File: config.mk
export PLATFORM = sky130hd
export DESIGN_NAME = seq_game_engine
export DESIGN_NICKNAME = d
export VERILOG_FILES = /design/src/rtl/seq_game_pkg.sv /design/src/rtl/seq_pattern_rom.sv /design/src/rtl/seq_game_engine.sv
export SDC_FILE = /design/constraint.sdc
export NUM_CORES = 1
export LEC_CHECK = 0
export CAP_MARGIN = 10
export CORE_MARGIN = 4
export CORE_UTILIZATION = 60
export CTS_BUF_LIST = sky130_fd_sc_hd__clkbuf_4 sky130_fd_sc_hd__clkbuf_8
export DETAILED_ROUTE_END_ITERATION = 10
export GPL_TIMING_DRIVEN = 0
export HOLD_SLACK_MARGIN = 0.12
export PLACE_DENSITY = 0.87
export REMOVE_ABC_BUFFERS = 1
export SLEW_MARGIN = 10
export SYNTH_ARGS = -nofsm -noshare
export SYNTH_HDL_FRONTEND = slang
export SYNTH_HIERARCHICAL = 1
export SYNTH_SLANG_ARGS = --single-unit
File: constraint.sdc
create_clock -name Clk -period 11 [get_ports Clk]
set_clock_uncertainty 0.2 [all_clocks]
set_input_delay 2.2 -clock Clk [delete_from_list [all_inputs] [get_ports Clk]]
set_output_delay 2.2 -clock Clk [all_outputs]
set_load 0.005 [all_outputs]
File: src/rtl/seq_game_pkg.sv
// Shared types and constant tables for the sequence game engine.
// Holds the FSM state enum, the quiz answer table and the default pattern/mask tables.
package seq_game_pkg;

    typedef enum logic [2:0] {
        INI  = 3'd0,
        IDLE = 3'd1,
        PLAY = 3'd2,
        DONE = 3'd3,
        QUIZ = 3'd4,
        WIN  = 3'd5,
        LOSE = 3'd6
    } state_t;

    localparam int unsigned PAT_W    = 9;
    localparam int unsigned BTNC_BIT = 4;
    localparam int unsigned ANS_W    = 4;

    // Answer for quiz n (1-based) sits at index n-1; the first entry is the MSB nibble.
    localparam logic [3*ANS_W-1:0] QUIZ_ANS = {4'h1, 4'h2, 4'h8};

    function automatic logic [ANS_W-1:0] quiz_ans(input int unsigned idx);
        case (idx)
            32'd0:   return QUIZ_ANS[11:8];
            32'd1:   return QUIZ_ANS[7:4];
            default: return QUIZ_ANS[3:0];
        endcase
    endfunction

    // Step patterns; the last step of every game is the all-released step.
    function automatic logic [PAT_W-1:0] pat_entry(input int unsigned g, input int unsigned s);
        logic [PAT_W-1:0] p;
        p = '0;
        case (g)
            32'd0: case (s)
                32'd0:   p = 9'h001;
                32'd1:   p = 9'h003;
                32'd2:   p = 9'h007;
                default: p = 9'h000;
            endcase
            32'd1: case (s)
                32'd0:   p = 9'h008;
                32'd1:   p = 9'h00C;
                32'd2:   p = 9'h00E;
                default: p = 9'h000;
            endcase
            32'd2: case (s)
                32'd0:   p = 9'h020;
                32'd1:   p = 9'h060;
                32'd2:   p = 9'h0E0;
                default: p = 9'h000;
            endcase
            default: p = '0;
        endcase
        return p;
    endfunction

    // Games 0/1 watch the switches, game 2 watches BtnL/BtnR/BtnU/BtnD.
    function automatic logic [PAT_W-1:0] mask_entry(input int unsigned g);
        case (g)
            32'd0:   return 9'h00F;
            32'd1:   return 9'h00F;
            32'd2:   return 9'h1E0;
            default: return '0;
        endcase
    endfunction

endpackage

File: src/rtl/seq_pattern_rom.sv
// Combinational pattern ROM: pattern and mask for (game, step), plus the
// previous step's pattern (all-zero for step 0) used for mismatch detection.
module seq_pattern_rom
    import seq_game_pkg::*;
#(
    parameter int unsigned IN_W = 9,
    parameter int unsigned G_W  = 2,
    parameter int unsigned S_W  = 3
) (
    input  logic [G_W-1:0]  g,
    input  logic [S_W-1:0]  s,
    output logic [IN_W-1:0] pat,
    output logic [IN_W-1:0] mask,
    output logic [IN_W-1:0] pat_prev
);

    always_comb begin
        pat      = IN_W'(pat_entry(32'(g), 32'(s)));
        mask     = IN_W'(mask_entry(32'(g)));
        pat_prev = '0;
        if (s != '0) begin
            pat_prev = IN_W'(pat_entry(32'(g), 32'(s) - 32'd1));
        end
    end

endmodule

File: src/rtl/seq_game_engine.sv
// Sequence game controller: pattern games, minute clock, professor quizzes, lives.
// Optional FPSR_PAUSE_EN adds a pause input that freezes all state and ignores minute_tick.
module seq_game_engine
    import seq_game_pkg::*;
#(
    parameter int unsigned IN_W        = 9,
    parameter int unsigned N_GAMES     = 3,
    parameter int unsigned N_STEPS     = 4,
    parameter int unsigned MAX_MIN     = 120,
    parameter int unsigned QUIZ_PERIOD = 15,
    parameter int unsigned QUIZ_WINDOW = 3,
    parameter int unsigned LIVES_INIT  = 3
) (
    input  logic                             Clk,
    input  logic                             Reset,
    input  logic                             start,
    input  logic                             ack,
    input  logic                             minute_tick,
    input  logic [IN_W-1:0]                  in_vec,
`ifdef FPSR_PAUSE_EN
    input  logic                             pause,
`endif
    output logic [2:0]                       state_o,
    output logic [$clog2(N_GAMES+1)-1:0]     game_idx,
    output logic [$clog2(N_STEPS+1)-1:0]     step_idx,
    output logic [2:0]                       lives,
    output logic [7:0]                       minutes,
    output logic [3:0]                       quiz_cnt,
    output logic                             professor,
    output logic                             win,
    output logic                             lose
);

    localparam int unsigned G_W = $clog2(N_GAMES+1);
    localparam int unsigned S_W = $clog2(N_STEPS+1);

    state_t          state;
    state_t          nxt_c;
    logic [IN_W-1:0] in_prev;
    logic [8:0]      quiz_deadline;

    logic [IN_W-1:0] pat_c, mask_c, pat_prev_c, masked_c;
    logic            hold_c, changed_c, match_c, mismatch_c, btnc_rise_c;
    logic            tick_live_c, quiz_due_c, over_c, deadline_hit_c, ans_ok_c;
    logic            last_step_c, last_game_c, last_life_c;
    logic [7:0]      min_next_c;
    int unsigned     qi_c;

    logic load_c, lose_life_c, step_adv_c, step_clr_c, game_adv_c, quiz_enter_c;

`ifdef FPSR_PAUSE_EN
    assign hold_c = pause;
`else
    assign hold_c = 1'b0;
`endif

    seq_pattern_rom #(
        .IN_W (IN_W),
        .G_W  (G_W),
        .S_W  (S_W)
    ) u_rom (
        .g        (game_idx),
        .s        (step_idx),
        .pat      (pat_c),
        .mask     (mask_c),
        .pat_prev (pat_prev_c)
    );

    // Step and quiz input decode
    assign masked_c    = in_vec & mask_c;
    assign changed_c   = (in_vec != in_prev);
    assign match_c     = changed_c && (masked_c == (pat_c & mask_c));
    assign mismatch_c  = (masked_c != (pat_c & mask_c)) && (masked_c != (pat_prev_c & mask_c));
    assign btnc_rise_c = in_vec[BTNC_BIT] & ~in_prev[BTNC_BIT];
    assign last_step_c = (step_idx == S_W'(N_STEPS - 1));
    assign last_game_c = (game_idx == G_W'(N_GAMES - 1));
    assign last_life_c = (lives <= 3'd1);

    always_comb begin
        if (quiz_cnt >= 4'd3) begin
            qi_c = 32'd2;
        end else if (quiz_cnt == 4'd0) begin
            qi_c = 32'd0;
        end else begin
            qi_c = 32'(quiz_cnt) - 32'd1;
        end
    end

    assign ans_ok_c = (in_vec[ANS_W-1:0] == quiz_ans(qi_c));

    // Minute clock and quiz scheduling
    assign tick_live_c    = minute_tick && !(state inside {INI, WIN, LOSE});
    assign min_next_c     = (minutes == 8'hFF) ? minutes : minutes + 8'd1;
    assign quiz_due_c     = tick_live_c && (state != QUIZ) &&
                            ((32'(min_next_c) % QUIZ_PERIOD) == 32'd0);
    assign over_c         = (32'(minutes) >= MAX_MIN);
    assign deadline_hit_c = (9'(minutes) == quiz_deadline);

    // Next state and per-cycle actions, highest priority first within each state
    always_comb begin
        nxt_c        = state;
        load_c       = 1'b0;
        lose_life_c  = 1'b0;
        step_adv_c   = 1'b0;
        step_clr_c   = 1'b0;
        game_adv_c   = 1'b0;
        quiz_enter_c = 1'b0;
        case (state)
            INI: begin
                if (start) begin
                    nxt_c  = IDLE;
                    load_c = 1'b1;
                end
            end
            IDLE: begin
                if (lives == 3'd0 || over_c) begin
                    nxt_c = LOSE;
                end else if (professor) begin
                    nxt_c        = QUIZ;
                    quiz_enter_c = 1'b1;
                end else if (btnc_rise_c) begin
                    nxt_c = PLAY;
                end
            end
            PLAY: begin
                if (lives == 3'd0 || over_c) begin
                    nxt_c = LOSE;
                end else if (professor) begin
                    nxt_c        = QUIZ;
                    quiz_enter_c = 1'b1;
                end else if (match_c) begin
                    step_adv_c = 1'b1;
                    if (last_step_c) begin
                        nxt_c = DONE;
                    end
                end else if (mismatch_c) begin
                    lose_life_c = 1'b1;
                    step_clr_c  = 1'b1;
                    nxt_c       = last_life_c ? LOSE : IDLE;
                end
            end
            DONE: begin
                game_adv_c = 1'b1;
                step_clr_c = 1'b1;
                nxt_c      = last_game_c ? WIN : IDLE;
            end
            QUIZ: begin
                if (lives == 3'd0) begin
                    nxt_c = LOSE;
                end else if (btnc_rise_c && ans_ok_c) begin
                    nxt_c      = IDLE;
                    step_clr_c = 1'b1;
                end else if (btnc_rise_c || deadline_hit_c) begin
                    lose_life_c = 1'b1;
                    step_clr_c  = 1'b1;
                    nxt_c       = last_life_c ? LOSE : IDLE;
                end
            end
            WIN, LOSE: begin
                if (ack) begin
                    nxt_c = INI;
                end
            end
            default: nxt_c = INI;
        endcase
    end

    // State register and all registered outputs
    always_ff @(posedge Clk or posedge Reset) begin
        if (Reset) begin
            state         <= INI;
            in_prev       <= '0;
            quiz_deadline <= '0;
            game_idx      <= '0;
            step_idx      <= '0;
            lives         <= '0;
            minutes       <= '0;
            quiz_cnt      <= '0;
            professor     <= 1'b0;
            win           <= 1'b0;
            lose          <= 1'b0;
        end else if (!hold_c) begin
            state   <= nxt_c;
            win     <= (nxt_c == WIN);
            lose    <= (nxt_c == LOSE);
            in_prev <= in_vec;
            if (load_c) begin
                lives         <= 3'(LIVES_INIT);
                minutes       <= '0;
                quiz_cnt      <= '0;
                professor     <= 1'b0;
                game_idx      <= '0;
                step_idx      <= '0;
                quiz_deadline <= '0;
            end else begin
                if (tick_live_c) begin
                    minutes <= min_next_c;
                end
                if (quiz_due_c) begin
                    if (quiz_cnt != 4'hF) begin
                        quiz_cnt <= quiz_cnt + 4'd1;
                    end
                    quiz_deadline <= 9'(32'(min_next_c) + QUIZ_WINDOW);
                end
                if (quiz_enter_c) begin
                    professor <= 1'b0;
                end else if (quiz_due_c) begin
                    professor <= 1'b1;
                end
                if (lose_life_c && lives != 3'd0) begin
                    lives <= lives - 3'd1;
                end
                if (step_clr_c) begin
                    step_idx <= '0;
                end else if (step_adv_c) begin
                    step_idx <= step_idx + S_W'(1);
                end
                if (game_adv_c) begin
                    game_idx <= game_idx + G_W'(1);
                end
            end
        end
    end

    assign state_o = state;

endmodule
==> results of run 1 <==
Yosys cell counts (4+ instances only):
cell type / number / share of area
buf_4: 15 / 0.024
o21a_1: 7 / 0.011
a21oi_1: 21 / 0.023
xnor2_1: 20 / 0.038
nor4_1: 9 / 0.012
nor3_1: 16 / 0.017
nor2_1: 43 / 0.035
dfrtp_1: 44 / 0.24
o211ai_1: 6 / 0.0097
xor2_1: 38 / 0.071
or3_1: 7 / 0.0094
nand3_1: 13 / 0.014
buf_2: 11 / 0.012
nand2b_1: 11 / 0.015
o22a_1: 5 / 0.0094
o21ai_0: 25 / 0.027
nand4_1: 7 / 0.0094
nor2b_1: 5 / 0.0067
nand3b_1: 5 / 0.0080
mux2i_1: 16 / 0.034
and3_1: 5 / 0.0067
a31oi_1: 6 / 0.0080
a22oi_1: 8 / 0.013
inv_1: 27 / 0.022
nand2_1: 60 / 0.048
buf_6: 4 / 0.0097
o21ai_1: 4 / 0.0043
ha_1: 19 / 0.051
and2_1: 7 / 0.0094
a211oi_1: 9 / 0.014
clkbuf_1: 12 / 0.0097
a21o_1: 5 / 0.0080
o31ai_1: 6 / 0.0097
flip-flops by register name, summed over array words and instances (netlist names):
| name | count |
|---|---|
| minutes | 8 |
| lose | 1 |
| quiz_cnt | 4 |
| game_idx | 2 |
| step_idx | 3 |
| state_o | 3 |
| win | 1 |
| in_prev | 9 |
| professor | 1 |
| lives | 3 |
| quiz_deadline | 9 |
how the worst min path moves through the flow:
stage                  start  slack [ps]  cells after the start       end
floorplan           lives[0]         290                      1  lives[0]
global placement    lives[0]         290                      1  lives[0]
detailed placement  lives[0]         310                      1  lives[0]
CTS                 lives[0]         320                      1  lives[0]
global route        lives[0]         350                      1  lives[0]
finish              lives[0]         310                      1  lives[0]
kinds of logic after synthesis:
logic type / after synthesis
AOI/OAI and AO/OA: 153
xor gates and xnor gates: 59
adders and majority gates: 19
buffers and inverters: 70
DFF: 44
muxes: 17
other: 1
and+or+nand+nor: 213
metrics by stage:
| step | area [sq um] | utilization | std cells | setup WS (ps) | hold slack, ps |
|---|---|---|---|---|---|
| 5_1_grt | 5080 | 0.686 | 685 | 61.6 | 351 |
| 6_report | 5080 | 0.686 | 685 | 717 | 309 |
| 3_5_place_dp | 4960 | 0.669 | 677 | 595 | 306 |
| 3_3_place_gp | 4940 | 0.667 | 676 | 775 | 292 |
| 2_1_floorplan | 4420 | - | 538 | 2210 | 290 |
| 4_1_cts | 5070 | 0.684 | 685 | 506 | 317 |
layer usage:
metal / vias to the layer above / GRT usage / share of wire
met5: - / 0 / 0
met4: 0 / 0.0948 / 0.017
met3: 20 / 0.0242 / 0.057
met2: 164 / 0.476 / 0.51
met1: 2122 / 0.328 / 0.42
li1: 2101 / - / -
cell type report:
type	count	area, sq um
Fill cell	616	2330
Multi-Input combinational cell	466	3230
Tap cell	99	124
Sequential cell	44	1100
Timing Repair Buffer	40	410
Clock inverter	2	35.0
Clock buffer	6	76.3
Inverter	28	105
power groups by stage:
stage	Clock, mW	Sequential, mW	Combinational, mW
2_1_floorplan	0	0.257	0.353
3_3_place_gp	0	0.269	0.487
3_5_place_dp	0	0.272	0.507
4_1_cts	0.128	0.269	0.510
5_1_grt	0.135	0.281	0.572
6_report	0.127	0.271	0.516
critical path: cells and delay by family (launching register included):
family | cells | cell delay [ps]
AOI/OAI and AO/OA | 7 | 2130
xor gates and xnor gates | 4 | 850
adders and majority gates | 6 | 1930
buffers and inverters | 3 | 270
DFF | 1 | 530
muxes | 1 | 230
and+or+nand+nor | 17 | 4010
==> impl_metrics.json, run 1 <==
{
  "clkSlewWorstSetupHoldPaths_ps": 80,
  "cts_tree": "yes",
  "syn_area_sq_um": 4670,
  "ys_seq_area_frac": 0.236,
  "setup_viol": 0,
  "cts_max_path_buffers": 2,
  "switching_share": 0.465,
  "layout_commonest_cell": "nand2_1",
  "endpoint_kind": "flop",
  "startpoint_type": "flop",
  "max_stage_delay_ps": 700,
  "ir_drop_uv": 72.7,
  "htreeDepth": 2,
  "intPower_mw": 0.489,
  "crit_path_frequent_cell": "ha_1",
  "die_x_microns": 96.2,
  "synth_xor_area_frac": 0.112,
  "period_minus_slack_ps": 10280,
  "powerDensity_nw_per_um2": 180,
  "async_flop_share": 1.00,
  "portBuffers": 39,
  "r2r_cells": 38,
  "rr_endpoint": "quiz_cnt[3]",
  "clock_power_share": 0.139,
  "p_total_mw": 0.914,
  "grt_max_degree": 36,
  "synth_ff_type": "dfrtp_1",
  "grt_use_total": 0.265,
  "yosys.area_share.simple": 0.239,
  "die_h_microns": 96.2,
  "finalCritPeriodShare": 0.935,
  "final_hold_viol_count": 0,
  "final_cell_mix": "nand2_1, nor2_1, dfrtp_1",
  "root_buffer": "clkbuf_8",
  "cap_viol_max_count": 0,
  "area_delta_synth_final_pct": 8.90,
  "netSwitchingPower_mw": 0.424,
  "start_util": 0.630,
  "synth-seq-cells": 44,
  "critPathRequiredTime_ps": 10990,
  "ioPinCount": 40,
  "cts_made_buffers": 5,
  "die-area_sq_um": 9250,
  "yosys.area_share.adder": 0.0509,
  "outcome": "completed",
  "hp-class": "reg2reg",
  "layout.nets": 618,
  "clock_latency_ps": 300,
  "critPathKind": "reg2reg",
  "max_slew.worst_pin.slew_ps": 1040,
  "p_comb_frac": 0.564,
  "seq_power_share": 0.297,
  "synth_compound_area_frac": 0.247,
  "grt_pass1_vias": 4200,
  "first_iter_violations": 322,
  "cp.arrival_ps": 10270,
  "wl_per_cell_microns": 17.5,
  "grt_pass1_wl_microns": 19700,
  "yosysUniqueCellTypes": 84,
  "endpoint": "quiz_cnt[3]",
  "crit_fanout": 13,
  "postRouteAntennaNets": 0,
  "core_area_sq_um": 7410,
  "place.detailed.hpwl_microns": 8930,
  "grt-ovfl-total": 0,
  "rr_startpoint": "minutes[1]",
  "drt_pass1_iterations": 5,
  "syn_avg_cell_area_sq_um": 8.10,
  "drive_gt1_frac": 0.0648,
  "gp_congestion": 0.941,
  "yosysWarnings": 6,
  "row_count": 31,
  "fmax_mhz": 97.3,
  "synthMuxAreaShare": 0.0367,
  "synth_top_family_by_area": "compound AO/OA/AOI/OAI gates",
  "slew_headroom": 0.308,
  "antenna_found_initial": 0,
  "num_vias": 4407,
  "cts_sinks": 44,
  "synth_edf_count": 0,
  "cp_slowest_cell": "or4_4",
  "setup_tns_ps": 0,
  "syn_inst": 576,
  "slew_viol_final": 0,
  "cts_resized": 0,
  "rsz0062_at_grt": "no",
  "startpoint": "minutes[1]",
  "post_cts_buffers": 0,
  "p_leak_nw": 2.21,
  "drc_errors": 0,
  "num_antenna_cells": 0,
  "viasPerCell": 6.43,
  "drt_wl_total_microns": 12000,
  "ctsHoldBuffers": 0,
  "rrSetupSlack_ps": 720
}
(Power assumes the default switching activity.)
==> run 2: changes to the inputs <==
- SETUP_SLACK_MARGIN: default -> 0.02
==> results of run 2 <==
The final DEF is identical to that of run 1; final timing and power are the same.
==> run 3: changes to the inputs <==
--- a/config.mk
+++ b/config.mk
@@ -8,2 +8,3 @@
 export CAP_MARGIN = 10
+export CORE_ASPECT_RATIO = 0.5
 export CORE_MARGIN = 4
--- a/constraint.sdc
+++ b/constraint.sdc
@@ -4,2 +4,2 @@
 set_output_delay 2.2 -clock Clk [all_outputs]
-set_load 0.005 [all_outputs]
+set_load 0.01 [all_outputs]
==> run 3 against run 2 <==
Compared with the run above: utilization down 0.35 points; worst setup slack better by 120 ps; hold slack better by 7.3 ps; die area up 0.93%; critical path type unchanged.
==> impl_metrics.json, run 3 (synthesis gave the netlist of run 1 again) <==
{
  "outcome": "completed",
  "ctsHoldBuffers": 0,
  "postRouteAntennaNets": 0,
  "netSwitchingPower_mw": 0.430,
  "core_area_sq_um": 7430,
  "gp_congestion": 0.919,
  "grt_use_total": 0.239,
  "drt_wl_total_microns": 11100,
  "htreeDepth": 2,
  "powerDensity_nw_per_um2": 181,
  "max_slew.worst_pin.slew_ps": 852,
  "root_buffer": "clkbuf_8",
  "endpoint_kind": "flop",
  "post_cts_buffers": 0,
  "start_util": 0.628,
  "crit_path_frequent_cell": "ha_1",
  "cts_made_buffers": 5,
  "crit_fanout": 13,
  "grt_pass1_vias": 3939,
  "place.detailed.hpwl_microns": 8130,
  "hp-class": "reg2reg",
  "cap_viol_max_count": 0,
  "critPathKind": "reg2reg",
  "ioPinCount": 40,
  "rrSetupSlack_ps": 830,
  "num_vias": 4359,
  "cts_sinks": 44,
  "grt-ovfl-total": 0,
  "startpoint_type": "flop",
  "fmax_mhz": 98.4,
  "grt_max_degree": 33,
  "drt_pass1_iterations": 5,
  "cp.arrival_ps": 10160,
  "cts_resized": 0,
  "place_area_sq_um": 4950,
  "final_hold_viol_count": 0,
  "cp_slowest_cell": "or4_1",
  "die_x_microns": 133,
  "critPathRequiredTime_ps": 10990,
  "cp_top_family": "simple AND/OR/NAND/NOR gates",
  "p_comb_frac": 0.568,
  "clock_power_share": 0.135,
  "layout_commonest_cell": "nand2_1",
  "setup_viol": 0,
  "utilization": 0.682,
  "drive_gt1_frac": 0.0648,
  "rsz0062_at_grt": "no",
  "slew_viol_final": 0,
  "grt_pass1_wl_microns": 19100,
  "viasPerCell": 6.39,
  "die-area_sq_um": 9340,
  "period_minus_slack_ps": 10170,
  "fin_cells": 682,
  "setup_tns_ps": 0,
  "first_iter_violations": 492,
  "portBuffers": 39,
  "cts_max_path_buffers": 2,
  "num-fill-cells": 584,
  "die_h_microns": 70.4,
  "intPower_mw": 0.487,
  "clock_latency_ps": 300,
  "dpl.cell_count": 674,
  "p_leak_nw": 2.20,
  "p_total_mw": 0.917,
  "antenna_found_initial": 0,
  "finalCritPeriodShare": 0.924,
  "layout.nets": 618,
  "design_area_sq_um": 5070,
  "max_stage_delay_ps": 810,
  "row_count": 22,
  "switching_share": 0.469,
  "wl_per_cell_microns": 16.3,
  "num_antenna_cells": 0,
  "critPathBufInv": 3,
  "area_delta_synth_final_pct": 8.69,
  "final_cell_mix": "nand2_1, dfrtp_1, nor2_1",
  "clkSlewWorstSetupHoldPaths_ps": 90,
  "ir_drop_uv": 95.8,
  "drc_errors": 0,
  "cts_tree": "yes",
  "slew_headroom": 0.428,
  "seq_power_share": 0.297,
  "reg_top3": "in_prev: 9 flops, quiz_deadline: 9 flops, minutes: 8 flops"
}
-- run 3: worst paths after layout --
| kind | endpoint | from | cells past startpoint |
|---|---|---|---|
| worst max register to register | quiz_cnt[3] | minutes[1] | 38 |
| min in group asynchronous | quiz_deadline[6] | Reset | 2 |
| worst min-delay path | lives[0] | lives[0] | 1 |
| max in group asynchronous | step_idx[0] | Reset | 3 |
| worst min register to register | lives[0] | lives[0] | 1 |
| worst max-delay path | quiz_cnt[3] | minutes[1] | 38 |
-- run 3: power by group through the flow --
stage	sequential (mW)	combinational [mW]	clock (mW)
floorplan	0.267	0.353	0
CTS	0.270	0.515	0.125
global placement	0.271	0.496	0
detailed placement	0.273	0.508	0
global route	0.281	0.575	0.132
finish	0.272	0.521	0.124
-- run 3: routing by layer --
layer | vias to the layer above | wire (microns) | track usage | share of wire
met5 | - | 0 | 0 | 0
met4 | 0 | 167 | 0.0657 | 0.015
met3 | 23 | 662 | 0.0281 | 0.060
met2 | 183 | 5160 | 0.388 | 0.46
met1 | 2036 | 5110 | 0.337 | 0.46
li1 | 2117 | - | - | -
-- run 3: cell type report --
class                      instances  area [sq um]  share of cell area
sequential                        44          1100               0.217
clock buffer                       5          68.8              0.0136
timing repair buffer              40           410              0.0809
clock inverter                     3          42.5             0.00839
multi-input combinational        466          3220               0.635
inverter                          28           105              0.0207
tap                               96           120              0.0237
-- run 3: stage by stage --
stage,setup WS (ps),hold WS (ps)
2_1_floorplan,2170,304
3_3_place_gp,917,292
3_5_place_dp,689,309
4_1_cts,647,319
5_1_grt,40.6,352
6_report,833,317
-- run 3: worst reg2reg max path, delay by kind of cell, from the launching register on --
family                     cells  cell delay, ps
and+or+nand+nor               17            4070
muxes                          1             210
xor gates and xnor gates       4             850
adders and majority gates      6            1880
DFF                            1             540
buffers and inverters          3             260
AOI/OAI and AO/OA              7            2040
